**config.mk**
```make
export PLATFORM = sky130hd
export DESIGN_NAME = aip_port_router
export DESIGN_NICKNAME = d
export VERILOG_FILES = /design/src/rtl/aip_router_pkg.sv /design/src/rtl/aip_irq_latch.sv /design/src/rtl/aip_port_router.sv
export SDC_FILE = /design/constraint.sdc
export NUM_CORES = 1
export LEC_CHECK = 0
export ABC_AREA = 0
export CAP_MARGIN = 10
export CORE_MARGIN = 2
export CORE_UTILIZATION = 25
export DETAILED_ROUTE_END_ITERATION = 7
export GPL_TIMING_DRIVEN = 0
export PLACE_DENSITY = 0.48
export SETUP_SLACK_MARGIN = 0.05
export SLEW_MARGIN = 20
export SYNTH_ARGS = -nofsm -noshare
export SYNTH_HDL_FRONTEND = slang
export SYNTH_HIERARCHICAL = 1
export SYNTH_SLANG_ARGS = --single-unit
```
**constraint.sdc**
```tcl
create_clock -name clk_clk -period 2.5 [get_ports clk_clk]
set_input_delay 0.5 -clock clk_clk [delete_from_list [all_inputs] [get_ports clk_clk]]
set_output_delay 0.5 -clock clk_clk [all_outputs]
set_load 0.005 [all_outputs]
```
**src/rtl/aip_router_pkg.sv**
```systemverilog
// rtl/aip_router_pkg.sv - shared CSR codes and sizing helpers for the AIP port router
package aip_router_pkg;

    localparam int N_CH_MAX = 16;

    localparam logic [4:0] CFG_SEL_DEF   = 5'h1E;
    localparam logic [4:0] CFG_IRQ_DEF   = 5'h1D;
    localparam logic [4:0] CFG_IEN_DEF   = 5'h1C;
    localparam logic [4:0] CFG_BCAST_DEF = 5'h1B;

    function automatic int clog2_min1(input int n);
        return (n <= 1) ? 1 : $clog2(n);
    endfunction

endpackage

```
**src/rtl/aip_irq_latch.sv**
```systemverilog
// rtl/aip_irq_latch.sv - per-channel interrupt synchroniser, rising-edge detect and pending bit
module aip_irq_latch (
    input  logic clk,
    input  logic rst_n,
    input  logic irq,
    input  logic clr,
    output logic pending
);

    logic sync1;
    logic sync2;
    logic prev;
    logic rise;

    assign rise = sync2 & ~prev;

    always_ff @(posedge clk or negedge rst_n) begin
        if (!rst_n) begin
            sync1   <= 1'b0;
            sync2   <= 1'b0;
            prev    <= 1'b0;
            pending <= 1'b0;
        end else begin
            sync1 <= irq;
            sync2 <= sync1;
            prev  <= sync2;
            // A new edge beats a simultaneous software clear so no event is lost.
            if (rise)
                pending <= 1'b1;
            else if (clr)
                pending <= 1'b0;
        end
    end

endmodule

```
**src/rtl/aip_port_router.sv**
```systemverilog
// rtl/aip_port_router.sv - fans one master AIP port out to N_CH slave ports with local CSRs
// and a merged, edge-latched interrupt.
module aip_port_router
    import aip_router_pkg::*;
#(
    parameter int             N_CH      = 4,
    parameter int             DW        = 32,
    parameter int             CW        = 5,
    parameter logic [CW-1:0]  CFG_SEL   = CW'(CFG_SEL_DEF),
    parameter logic [CW-1:0]  CFG_IRQ   = CW'(CFG_IRQ_DEF),
    parameter logic [CW-1:0]  CFG_IEN   = CW'(CFG_IEN_DEF),
    parameter logic [CW-1:0]  CFG_BCAST = CW'(CFG_BCAST_DEF)
) (
    input  logic               clk_clk,
    input  logic               reset_reset_n,
    input  logic [CW-1:0]      m_aip_config,
    input  logic [DW-1:0]      m_aip_datain,
    input  logic               m_aip_read,
    input  logic               m_aip_write,
    input  logic               m_aip_start,
    input  logic               m_core_int,
    output logic [DW-1:0]      m_aip_dataout,
    output logic               m_aip_rvalid,
    output logic               m_aip_int,
    output logic [N_CH*CW-1:0] s_aip_config,
    output logic [N_CH*DW-1:0] s_aip_datain,
    output logic [N_CH-1:0]    s_aip_read,
    output logic [N_CH-1:0]    s_aip_write,
    output logic [N_CH-1:0]    s_aip_start,
    output logic [N_CH-1:0]    s_core_int,
    input  logic [N_CH*DW-1:0] s_aip_dataout,
    input  logic [N_CH-1:0]    s_aip_int
);

    localparam int SW = clog2_min1(N_CH);

    logic [SW-1:0]   sel;
    logic            sel_oor;
    logic [N_CH-1:0] ien;
    logic [N_CH-1:0] bcast;
    logic [N_CH-1:0] pending;

    logic            is_sel, is_irq, is_ien, is_bcast, csr_hit;
    logic            wr, rd, fwd_wr, fwd_rd;
    logic [N_CH-1:0] sel_oh;
    logic [N_CH-1:0] start_vec;
    logic [N_CH-1:0] irq_clr;
    logic [DW-1:0]   csr_rdata;

    logic            rd_p1;
    logic            rd_csr_p1;
    logic            rd_ok_p1;
    logic [SW-1:0]   rd_sel_p1;
    logic [DW-1:0]   csr_q;
    logic [DW-1:0]   chan_rdata;

    always_comb begin
        is_sel    = (m_aip_config == CFG_SEL);
        is_irq    = (m_aip_config == CFG_IRQ);
        is_ien    = (m_aip_config == CFG_IEN);
        is_bcast  = (m_aip_config == CFG_BCAST);
        csr_hit   = is_sel | is_irq | is_ien | is_bcast;
        wr        = m_aip_write;
        rd        = m_aip_read & ~m_aip_write;
        fwd_wr    = wr & ~csr_hit;
        fwd_rd    = rd & ~csr_hit;
        // An out-of-range select turns every sel-directed action into a no-op.
        sel_oh    = sel_oor ? '0 : (N_CH'(1) << sel);
        start_vec = '0;
        if (m_aip_start)
            start_vec = (bcast != '0) ? bcast : sel_oh;
        irq_clr   = (wr & is_irq) ? m_aip_datain[N_CH-1:0] : '0;
        csr_rdata = '0;
        if (is_sel)
            csr_rdata = DW'(sel);
        else if (is_irq)
            csr_rdata = DW'(pending);
        else if (is_ien)
            csr_rdata = DW'(ien);
        else if (is_bcast)
            csr_rdata = DW'(bcast);
    end

    always_comb begin
        chan_rdata = '0;
        for (int i = 0; i < N_CH; i++)
            if (int'(rd_sel_p1) == i)
                chan_rdata = s_aip_dataout[i*DW +: DW];
    end

    always_ff @(posedge clk_clk or negedge reset_reset_n) begin
        if (!reset_reset_n) begin
            sel           <= '0;
            sel_oor       <= 1'b0;
            ien           <= '0;
            bcast         <= '0;
            s_aip_config  <= '0;
            s_aip_datain  <= '0;
            s_aip_read    <= '0;
            s_aip_write   <= '0;
            s_aip_start   <= '0;
            s_core_int    <= '0;
            rd_p1         <= 1'b0;
            rd_csr_p1     <= 1'b0;
            rd_ok_p1      <= 1'b0;
            rd_sel_p1     <= '0;
            csr_q         <= '0;
            m_aip_rvalid  <= 1'b0;
            m_aip_dataout <= '0;
            m_aip_int     <= 1'b0;
        end else begin
            s_aip_read  <= fwd_rd ? sel_oh : '0;
            s_aip_write <= fwd_wr ? sel_oh : '0;
            for (int i = 0; i < N_CH; i++) begin
                if (sel_oh[i] && (fwd_rd || fwd_wr)) begin
                    s_aip_config[i*CW +: CW] <= m_aip_config;
                    s_aip_datain[i*DW +: DW] <= m_aip_datain;
                end
            end
            s_aip_start <= start_vec;
            s_core_int  <= m_core_int ? sel_oh : '0;

            if (wr && is_sel) begin
                sel     <= m_aip_datain[SW-1:0];
                sel_oor <= (m_aip_datain >= DW'(N_CH));
            end
            if (wr && is_ien)
                ien <= m_aip_datain[N_CH-1:0];
            if (wr && is_bcast)
                bcast <= m_aip_datain[N_CH-1:0];

            // Select travels with the read so a later sel write cannot redirect it.
            rd_p1     <= rd;
            rd_csr_p1 <= csr_hit;
            rd_ok_p1  <= ~sel_oor;
            rd_sel_p1 <= sel;
            csr_q     <= csr_rdata;

            m_aip_rvalid <= rd_p1;
            if (rd_p1)
                m_aip_dataout <= rd_csr_p1 ? csr_q : (rd_ok_p1 ? chan_rdata : '0);

            m_aip_int <= |(pending & ien);
        end
    end

    for (genvar g = 0; g < N_CH; g++) begin : g_irq
        aip_irq_latch u_irq (
            .clk     (clk_clk),
            .rst_n   (reset_reset_n),
            .irq     (s_aip_int[g]),
            .clr     (irq_clr[g]),
            .pending (pending[g])
        );
    end

endmodule
```
==> metrics.yaml <==
rsz0062_at_grt: "false"
drc: 0
synth_seq_area_share_pct: 59.2
avgViaCountPerCell: 4.33
tns_ns: 0
gp_congestion: 0.836
p_leak_nw: 6.55
syn-num-nets: 834
synth_area_per_cell_um2: 15.0
tritoncts: "done"
crit_start: "rd_sel_p1[0]"
post-cts-setup-buffers: 0
hold_path_depth: 0
criticalPathCategory: "reg -> reg"
crit_path_max_fanout: 10
rows: 72
drtPass1Iterations: 4
postRouteAntennaNets: 0
synth_largest_area_cell: "dfrtp_1"
max_flop_register: "s_aip_datain"
cts_buffers: 28
syn_area_mm2: 0.00990
drt_iter0_markers: 284
ir_drop_v: 0.000593
path_clk_slew_ns: 0.06
r2r_slack_ns: 0.39
skew_ns: 0.0100
core_mm2: 0.0388
worstReg2RegEnd: "m_aip_dataout[3]"
clk_path_buf_depth: 3
rr_startpoint: "rd_sel_p1[0]"
grt_pass1_wl_mm: 49.3
syn_to_final_growth_pct: 54.3
clock-sinks: 234
largest_reg_flops: 128
avgRoutedWirePerCell_um: 20.8
synth_edf_count: 0
start_util_pct: 25.5
synth_warnings: 6
arrival_ns: 2.52
hold_viol: 0
antenna_found_initial: 0
cp-end-kind: "flip-flop"
top_regs: "s_aip_datain: 128 flops, m_aip_dataout: 32 flops, s_aip_config: 20 flops"
drv_slew: 0
dp_hpwl_mm: 24.5
report.final.setup_viol: 0
totalWireLength_mm: 33.2
portBuffers: 372
synthTopCellsByArea: "dfrtp_1 59%, mux2_2 10%, mux2_4 9.1%"
drive_above_1_share_pct: 23.9
vias: 6926
ys_ff_latch: 234
fin_area_mm2: 0.0153
multi_input_area_mm2: 0.00367
synth_top_area_share_pct: 59.2
fill_cells: 3755
min_period_ns: 2.11
synth.distinct_cells: 35
grt_remaining_overflow: 0
fin_crit_sh_pct: 84.4
grt_start_max_net_pins: 91
grt_use_total_pct: 15.8
finalNetCount: 1239
status: "complete, no violations"
antenna_cells: 0
clock-root-buffer: "clkbuf_16"
synthTopCellsByCount: "234 x dfrtp_1, 92 x mux2_2, 60 x mux2_4"
postSynthCellCount: 659
placed_area_mm2: 0.0143
die_h_um: 203
fp.dieW_um: 203
clk_latency_ns: 0.54
synth-main-ff-cell: "dfrtp_1"
slew_headroom_pct: 52.9
crit_required_ns: 2.91
hold_class: "reg -> reg"
pin_count: 373
grt_pass1_vias: 7557
maxCapViolations: 0
total_power_mw: 14.8
worstMarginPinSlew_ns: 0.707
critPathLaunchType: "flip-flop"
h-tree-depth: 1
dieArea_mm2: 0.0412
powerDensity_mw_per_mm2: 967
rr_worst_depth: 5
regArea_mm2: 0.00586
async_flop_share_pct: 100
hp-start: "g_irq[2].u_irq/sync1"
max_freq_mhz: 474
whs_endpoint: "g_irq[2].u_irq/sync2"
yosys.cell_count.top_type: "dfrtp_1"
[layer usage]
| layer | part of all wire, % | wire length (um) | vias to the layer above | track usage [%] |
|---|---|---|---|---|
| met5 | 0 | 0 | - | 0 |
| met2 | 47 | 15700 | 268 | 26.4 |
| li1 | - | - | 3174 | - |
| met1 | 41 | 13500 | 3446 | 19.2 |
| met4 | 1.9 | 627 | 0 | 3.91 |
| met3 | 10 | 3440 | 38 | 6.20 |
[layout by cell type, fill, tap and decap left out, drive strengths merged, types with 6 or more instances in the layout]
cell type      synthesis  routed
o21ai                 34      34
buf                   19      22
dfrtp                234     234
nor4                  11      11
mux4                  32      32
clkdlybuf4s50          0     371
a21oi                  6       6
inv                   39      39
a22oi                  6       6
nand2                  8       8
and2                   6       6
mux2                 158     158
nand3                 30      30
clkbuf                16      59
nor2                  29      29
[stage by stage]
| stage | utilization (%) | hold WS (ns) | setup slack [ns] | instances |
|---|---|---|---|---|
| after floorplan | - | 0.204 | 0.732 | 659 |
| after global placement | 36.8 | 0.332 | -9.73 | 1549 |
| after detailed placement | 36.9 | 0.335 | -0.244 | 1551 |
| after CTS | 39.4 | 0.349 | 0.283 | 1600 |
| after global routing | 39.4 | 0.356 | 0.192 | 1600 |
| final | 39.4 | 0.346 | 0.390 | 1600 |
[critical path, stage by stage (launching register included)]
cell and delay [ns]:
dfrtp_1 0.31, clkbuf_1 0.36, buf_2 0.43, mux4_2 0.57
a22oi_1 0.21, a21oi_1 0.09
[report_power, final]
group	switching [mW]	total, mW	internal (mW)
combinational	1.71	5.12	3.41
clock	1.58	4.09	2.52
sequential	0.635	5.56	4.93
total	3.92	14.8	10.9
[cell families after synthesis]
kind of cell    Yosys count  share of synthesized area (%)
simple gates            100                           5.52
compound gates           57                           3.63
flops                   234                           59.2
mux                     194                           27.9
buf+inv                  74                           3.77
[final cells by class]
class / instances / area share [%]
clock inverter: 5 / 0.328
sequential: 234 / 38.3
multi-input combinational: 351 / 24.0
timing repair buffer: 375 / 24.8
clock buffer: 43 / 5.81
tap: 518 / 4.24
buffer: 35 / 1.48
inverter: 39 / 0.958
[worst max path at each step]
stage | endpoint | slack [ns] | cells after the start
2_1_floorplan | s_aip_datain[33] | 0.73 | 5
3_3_place_gp | s_aip_datain[98] | -9.73 | 1
3_5_place_dp | s_aip_datain[28] | -0.24 | 6
4_1_cts | m_aip_dataout[3] | 0.28 | 5
5_1_grt | m_aip_dataout[3] | 0.19 | 5
6_report | m_aip_dataout[3] | 0.39 | 5
[timing repair]
item	in CTS	in global routing
gates resized for setup	0	0
hold buffers	1	0
hold endpoints to repair	60	0
endpoints found under the setup margin	0	0
Power figures use the tool's default switching activity.
